`config.mk`:
```
export PLATFORM = sky130hd
export DESIGN_NAME = uart_byte_rx
export DESIGN_NICKNAME = d
export VERILOG_FILES = /design/src/rtl/uart_pkg.sv /design/src/rtl/uart_tick_gen.sv /design/src/rtl/uart_byte_rx.sv
export SDC_FILE = /design/constraint.sdc
export NUM_CORES = 1
export LEC_CHECK = 0
export ABC_CLOCK_PERIOD_IN_PS = 2600
export CAP_MARGIN = 0
export CORE_ASPECT_RATIO = 0.9
export CORE_MARGIN = 1
export CORE_UTILIZATION = 56
export CTS_CLUSTER_SIZE = 25
export DETAILED_ROUTE_END_ITERATION = 12
export PLACE_DENSITY = 0.8
export REMOVE_ABC_BUFFERS = 1
export SKIP_LAST_GASP = 1
export SYNTH_ARGS = -nofsm -noshare
export SYNTH_HDL_FRONTEND = slang
export SYNTH_SLANG_ARGS = --single-unit
```
`constraint.sdc`:
```
create_clock -name clock -period 2.6 [get_ports clock]
set_clock_uncertainty 0.1 [all_clocks]
set_input_delay 0.39 -clock clock [delete_from_list [all_inputs] [get_ports clock]]
set_output_delay 0.39 -clock clock [all_outputs]
set_load 0.02 [all_outputs]
```
`src/rtl/uart_pkg.sv`:
```
// Shared types, oversampling constants and divisor helper for the UART blocks.
package uart_pkg;

    typedef enum logic [2:0] {
        IDLE,
        START,
        DATA,
        STOP,
        BREAK
    } rx_state_t;

    localparam int OVERSAMPLE = 16;
    localparam int SAMPLE_LO  = 7;
    localparam int SAMPLE_MID = 8;
    localparam int SAMPLE_HI  = 9;

    // Clock cycles per oversample tick, rounded to nearest.
    function automatic int uart_div(input longint clk_hz, input longint baud);
        longint den;
        den = baud * OVERSAMPLE;
        return int'((clk_hz + den / 2) / den);
    endfunction

endpackage

```
`src/rtl/uart_tick_gen.sv`:
```
// Free-running oversample tick: one-cycle pulse every DIV clocks, re-phased by clear.
module uart_tick_gen #(
    parameter int DIV = 1
) (
    input  logic clock,
    input  logic reset,
    input  logic clear,
    output logic tick
);

    localparam int              CNT_W = (DIV > 1) ? $clog2(DIV) : 1;
    localparam logic [CNT_W-1:0] LAST = CNT_W'(DIV - 1);

    logic [CNT_W-1:0] cnt_q;
    logic [CNT_W-1:0] cnt_d;

    assign tick = (cnt_q == LAST);

    always_comb begin
        cnt_d = cnt_q + CNT_W'(1);
        if (clear || tick) begin
            cnt_d = '0;
        end
    end

    always_ff @(posedge clock) begin
        if (reset) begin
            cnt_q <= '0;
        end else begin
            cnt_q <= cnt_d;
        end
    end

endmodule

```
`src/rtl/uart_byte_rx.sv`:
```
// 8N1 UART receiver: 2-flop synchroniser, 16x majority-vote deframer, one-entry
// valid/ready output buffer, single-cycle framing and overrun pulses.
module uart_byte_rx
    import uart_pkg::*;
#(
    parameter int CLK_HZ = 100_000_000,
    parameter int BAUD   = 115_200
) (
    input  logic       clock,
    input  logic       reset,
    input  logic       rx_serial,
    output logic [7:0] rx_data,
    output logic       rx_valid,
    input  logic       rx_ready,
    output logic       framing_err,
    output logic       overrun_err
);

    localparam int DIV = uart_div(CLK_HZ, BAUD);

    if (DIV < 1) begin : g_div_check
        $error("uart_byte_rx: CLK_HZ too low for BAUD, divisor < 1");
    end

    localparam logic [3:0] T_LO   = 4'(SAMPLE_LO);
    localparam logic [3:0] T_MID  = 4'(SAMPLE_MID);
    localparam logic [3:0] T_HI   = 4'(SAMPLE_HI);
    localparam logic [3:0] T_LAST = 4'(OVERSAMPLE - 1);

    logic      sync1_q, rxs_q, rxs_prev_q;
    rx_state_t state_q, state_d;
    logic [3:0] tidx_q, tidx_d;
    logic [2:0] bit_q, bit_d;
    logic [7:0] shift_q, shift_d;
    logic [1:0] samp_q, samp_d;
    logic [7:0] data_q, data_d;
    logic       valid_q, valid_d;
    logic       ferr_q, ferr_d;
    logic       oerr_q, oerr_d;

    logic tick, tick_clear, majority, at_decide, at_end, commit;

    uart_tick_gen #(.DIV(DIV)) u_tick (
        .clock (clock),
        .reset (reset),
        .clear (tick_clear),
        .tick  (tick)
    );

    assign majority  = (samp_q[0] & samp_q[1]) | (samp_q[0] & rxs_q) | (samp_q[1] & rxs_q);
    assign at_decide = tick && (tidx_q == T_HI);
    assign at_end    = tick && (tidx_q == T_LAST);

    always_comb begin
        // NOTE: every output of this block gets a default first, so no path can infer a latch.
        state_d    = state_q;
        tidx_d     = tidx_q;
        bit_d      = bit_q;
        shift_d    = shift_q;
        samp_d     = samp_q;
        tick_clear = 1'b0;
        commit     = 1'b0;
        ferr_d     = 1'b0;

        if (tick && tidx_q == T_LO)  samp_d[0] = rxs_q;
        if (tick && tidx_q == T_MID) samp_d[1] = rxs_q;
        if (tick && state_q inside {START, DATA, STOP}) tidx_d = tidx_q + 4'd1;

        case (state_q)
            IDLE: begin
                if (rxs_prev_q && !rxs_q) begin
                    state_d    = START;
                    tidx_d     = '0;
                    tick_clear = 1'b1;
                end
            end
            START: begin
                if (at_decide && majority) begin
                    state_d = IDLE;
                end else if (at_end) begin
                    state_d = DATA;
                    bit_d   = '0;
                end
            end
            DATA: begin
                if (at_decide) shift_d[bit_q] = majority;
                if (at_end) begin
                    if (bit_q == 3'd7) state_d = STOP;
                    else               bit_d   = bit_q + 3'd1;
                end
            end
            STOP: begin
                // Leave mid stop bit so a slightly fast sender's next start edge is seen.
                if (at_decide) begin
                    if (majority) begin
                        commit  = 1'b1;
                        state_d = IDLE;
                    end else begin
                        ferr_d  = 1'b1;
                        state_d = BREAK;
                    end
                end
            end
            BREAK: begin
                if (rxs_q) state_d = IDLE;
            end
            default: state_d = IDLE;
        endcase
    end

    always_comb begin
        data_d  = data_q;
        valid_d = valid_q;
        oerr_d  = 1'b0;
        if (commit) begin
            if (!valid_q || rx_ready) begin
                data_d  = shift_q;
                valid_d = 1'b1;
            end else begin
                oerr_d = 1'b1;
            end
        end else if (valid_q && rx_ready) begin
            valid_d = 1'b0;
        end
    end

    always_ff @(posedge clock) begin
        // NOTE: state registers use non-blocking assignment so all flops update from pre-edge values.
        if (reset) begin
            sync1_q    <= 1'b1;
            rxs_q      <= 1'b1;
            rxs_prev_q <= 1'b1;
            state_q    <= IDLE;
            tidx_q     <= '0;
            bit_q      <= '0;
            shift_q    <= '0;
            samp_q     <= '0;
            data_q     <= '0;
            valid_q    <= 1'b0;
            ferr_q     <= 1'b0;
            oerr_q     <= 1'b0;
        end else begin
            sync1_q    <= rx_serial;
            rxs_q      <= sync1_q;
            rxs_prev_q <= rxs_q;
            state_q    <= state_d;
            tidx_q     <= tidx_d;
            bit_q      <= bit_d;
            shift_q    <= shift_d;
            samp_q     <= samp_d;
            data_q     <= data_d;
            valid_q    <= valid_d;
            ferr_q     <= ferr_d;
            oerr_q     <= oerr_d;
        end
    end

    assign rx_data     = data_q;
    assign rx_valid    = valid_q;
    assign framing_err = ferr_q;
    assign overrun_err = oerr_q;

endmodule

```
==> metrics.sh <==
TIMING.SETUP.CRITICAL_PATH_CLASS='flip-flop to flip-flop'
LAYOUT-DRIVE-GT1-SHARE_PCT=13.1
FINALWEIGHTEDCONGESTION=0.798
CRIT_PATH_END_KIND='flip-flop'
MULTI_INPUT_COMB_AREA_SQ_UM=1010
FLOP_AND_LATCH_COUNT_OUT_OF_SYNTHESIS=40
R2R_END='state_q[0]$_SDFFE_PP0P_'
YS_SEQ_AREA_SHARE_PCT=42.8
BOUNDARYPINS=15
CP_CELL_SEQUENCE='ha_1 -> ha_1 -> o21a_1 -> a211oi_1 -> a2bb2oi_2 -> o21ai_4 -> mux2_4'
ROWS=19
NUMBER_OF_NETS_IN_THE_LAYOUT=216
MOST_COMMON_CELL_TYPE_ON_THE_CRITICAL_PATH='sky130_fd_sc_hd__ha_1'
FINAL-MAX-SLEW-VIOLATION-COUNT=0
DIE_HEIGHT_UM=56.9
WORST-SLEW-PIN-TRANSITION_NS=0.390
CRIT_PATH_START_KIND='flip-flop'
POSTSYNTH.ASYNCRESETSHARE_PCT=0
NUM-FILL-CELLS=245
ROUTED_VIA_DENSITY=5.59
GLOBAL_ROUTE_WIRE_LENGTH_BEFORE_REPAIR_UM=5820
ROUTEDWLPERCELL_UM=14.2
NUMCTSBUFFERS=5
CLOCK.FMAX_MHz=495
SYNTH.TOP_CELL.AREA_SHARE_PCT=42.8
POST_CTS_RESIZE_COUNT=0
WORST_SLEW_MARGIN_REL_PCT=73.9
DRT_PRE_ANTENNA_ITERS=6
CORE_AREA_SQ_UM=3110
PWR-SHARE-COMB_PCT=8.6
GRT_START_MAX_NET_PINS=24
CTS.PATH.MAX_BUFFERS=2
SHARE_SEQ_OF_TOTAL_POWER_PCT=55.7
SWITCHING_SHARE_PCT=23.9
POSTROUTEANTENNANETS=0
CRITPATHSLOWESTCELL='sky130_fd_sc_hd__dfxtp_1'
SYNTHCELLS=189
GRT_ANTENNA_BEFORE_REPAIR=0
IO_BUFFERS=14
TOTAL_SWITCHING_POWER_uW=279
CTS.HOLD.BUFFERS_ADDED=0
GLOBALROUTEOVERFLOWTOTAL=0
NETLIST-CELL-TYPE-COUNT=47
POST_LAYOUT_NONFILLER_INSTANCES=248
WORSTPATHMAXFANOUT=7
CLOCK_POWER_SHARE_PCT=35.7
RATIO_OF_TOTAL_POWER_TO_CELL_AREA_nW_PER_UM2=546
PEAK_SUPPLY_DROP_mV=0.432
HTREEDEPTH=2
WORSTPATHREQUIRED_NS=2.68
MAX_STAGE_DELAY_NS=0.40
POST_SYNTH_INSTANCE_AREA_SQ_UM=1870
RRSETUPSLACK_NS=0.58
CELLLEAKAGEPOWER_uW=0.000758
RUN_STATUS='complete, no violations'
ROUTED_VIA_COUNT=1387
TOP_POST_SYNTHESIS_CELLS_BY_AREA='sky130_fd_sc_hd__dfxtp_1, sky130_fd_sc_hd__mux2i_1, sky130_fd_sc_hd__nor2_1'
SYNTHTOLAYOUTAREAGROWTH_PCT=14.2
SETUP-TNS-FINAL_NS=0
DESIGN.DIE.AREA_SQ_UM=3580
DRV_CAP=0
YS_WARN_COUNT=0
TIMING.HOLD.WORST.CLASS='flip-flop to flip-flop'
TRITONCTS_CLOCK_TREE='yes'
SYNTH_ENABLE_FLOP_CELLS=0
INSERTION_DELAY_NS=0.29
WORST_SETUP_PATH_ENDPOINT='state_q[0]$_SDFFE_PP0P_'
INITIAL_UTIL_PCT=60.1
PERIOD_MINUS_SLACK_NS=2.02
REGAREA_SQ_UM=801
TIMING_HOLD_VIOLATIONS_FINAL=0
NUMBER_OF_DRC_MARKERS_IN_ITERATION_0=76
SETUP_VIOL_COUNT_FINAL=0
DRC=0
DPL_CELLS=240
POST_CTS.REPAIR.SETUP_BUFFERS=0
ROUTED_WIRELENGTH_UM=3510
ARRIVAL_NS=2.10
GRT_USE_TOTAL_PCT=21.5
FIN_CRIT_SH_PCT=77.8
PLACE_HPWL_UM=2550
DEPTH_OF_THE_WORST_REGISTER_TO_REGISTER_PATH=7
YS_DOMINANT_REG_CELL='sky130_fd_sc_hd__dfxtp_1'
INTERNAL_POWER_uW=889
DIEWIDTH_UM=63.0
CRITICAL_PATH.STARTPOINT='bit_q[0]$_SDFFE_PP0P_'
RR_STARTPOINT='bit_q[0]$_SDFFE_PP0P_'
GRT_SETUP_UNREPAIRED='false'
PATH_CLK_SLEW_NS=0.07
CLOCK-SINKS=40
POST-ROUTE-UTIL_PCT=68.7
ANTENNA_DIODE_INSTANCE_COUNT=0
GRT_PASS1_VIAS=1331
MEAN_CELL_AREA_OF_THE_MAPPED_NETLIST_SQ_UM=9.91
BIGGEST_AREA_CONSUMER_AMONG_SYNTHESIZED_CELLS='sky130_fd_sc_hd__dfxtp_1'
CTS_ROOT_BUFFER='sky130_fd_sc_hd__clkbuf_8'
-- worst min-delay path by stage --
stage,from,endpoint,depth (start not counted)
floorplan,sync1_q$_SDFF_PP1_,rxs_q$_SDFF_PP1_,1
global placement,sync1_q$_SDFF_PP1_,rxs_q$_SDFF_PP1_,1
detailed placement,sync1_q$_SDFF_PP1_,rxs_q$_SDFF_PP1_,1
CTS,sync1_q$_SDFF_PP1_,rxs_q$_SDFF_PP1_,1
global route,sync1_q$_SDFF_PP1_,rxs_q$_SDFF_PP1_,1
finish,sync1_q$_SDFF_PP1_,rxs_q$_SDFF_PP1_,1
-- cells in the final DEF (no fill, tap or decap), drive strengths merged, types with 3 or more instances in the layout --
cell type and count:
a21oi 4, buf 4, clkbuf 8, clkdlybuf4s50 14, dfxtp 40, ha 7
inv 5, mux2i 21, nand2 3, nand2b 5, nand3 6, nand3b 4
nand4 4, nor2 33, nor3 8, or2 4, xnor2 3, xor2 3
-- sequential cells by signal, summed over array words and instances, names as in the netlist --
name and flops:
rx_data 8, bit_q 3, state_q 3, shift_q 8, rx_valid 1, rxs_prev_q 1
samp_q 2, tidx_q 4, sync1_q 1, rxs_q 1, u_tick.cnt_q 6, framing_err 1
overrun_err 1
-- routing by layer --
layer / up-vias / global-route usage [%] / routed length (um)
li1: 688 / - / -
met1: 661 / 25.5 / 1660
met2: 28 / 34.4 / 1650
met4: 0 / 12.0 / 92
met5: - / 0 / 0
met3: 10 / 6.50 / 113
-- power groups by stage --
stage,sequential (uW),combinational [uW],clock (uW)
finish,650,100,418
CTS,649,101,430
floorplan,658,76.6,0
global route,652,110,456
detailed placement,664,100,0
global placement,662,95.6,0
-- layout make-up --
type / instances / share of cell area [%]
sequential: 40 / 37.4
multi-input combinational: 135 / 47.0
tap: 42 / 2.46
timing repair buffer: 18 / 7.96
clock buffer: 8 / 4.21
inverter: 5 / 0.878
-- worst max-delay path, delay by kind of cell (launching register included) --
family	cells	cell delay, ns
fa+ha+maj	2	0.44
compound gates	4	0.66
flops	1	0.40
mux	1	0.31
-- kinds of logic after synthesis --
kind of cell,Yosys count,share of synthesized area (%)
simple gates,85,27.8
mux,23,12.6
compound gates,13,5.28
fa+ha+maj,8,5.21
xor+xnor,6,2.81
buf+inv,14,3.54
flops,40,42.8
-- synthesized netlist by cell type, types with 2 or more instances --
library cell	instances
sky130_fd_sc_hd__nand4b_1	2
sky130_fd_sc_hd__clkbuf_1	5
sky130_fd_sc_hd__nand3b_1	4
sky130_fd_sc_hd__or2_2	3
sky130_fd_sc_hd__nor2_1	32
sky130_fd_sc_hd__nand4_1	3
sky130_fd_sc_hd__nor4b_2	2
sky130_fd_sc_hd__dfxtp_1	40
sky130_fd_sc_hd__xor2_1	3
sky130_fd_sc_hd__ha_1	7
sky130_fd_sc_hd__or3_1	2
sky130_fd_sc_hd__nand3_1	6
sky130_fd_sc_hd__mux2i_1	21
sky130_fd_sc_hd__nor3_1	8
sky130_fd_sc_hd__nand2_1	2
sky130_fd_sc_hd__a31oi_1	2
sky130_fd_sc_hd__xnor2_1	3
sky130_fd_sc_hd__inv_1	5
sky130_fd_sc_hd__buf_2	2
sky130_fd_sc_hd__a211oi_1	2
sky130_fd_sc_hd__nor4_2	2
sky130_fd_sc_hd__a21oi_1	4
sky130_fd_sc_hd__nand2b_1	5
-- per-stage QoR --
step / total power [uW] / area [sq um] / worst slack, ns / hold slack, ns
5_1_grt: 1220 / 2140 / 0.446 / 0.339
3_3_place_gp: 757 / 2050 / 0.648 / 0.300
3_5_place_dp: 764 / 2050 / 0.576 / 0.305
2_1_floorplan: 734 / 1830 / 0.218 / 0.289
6_report: 1170 / 2140 / 0.578 / 0.320
4_1_cts: 1180 / 2140 / 0.567 / 0.327
(Power assumes the default switching activity.)
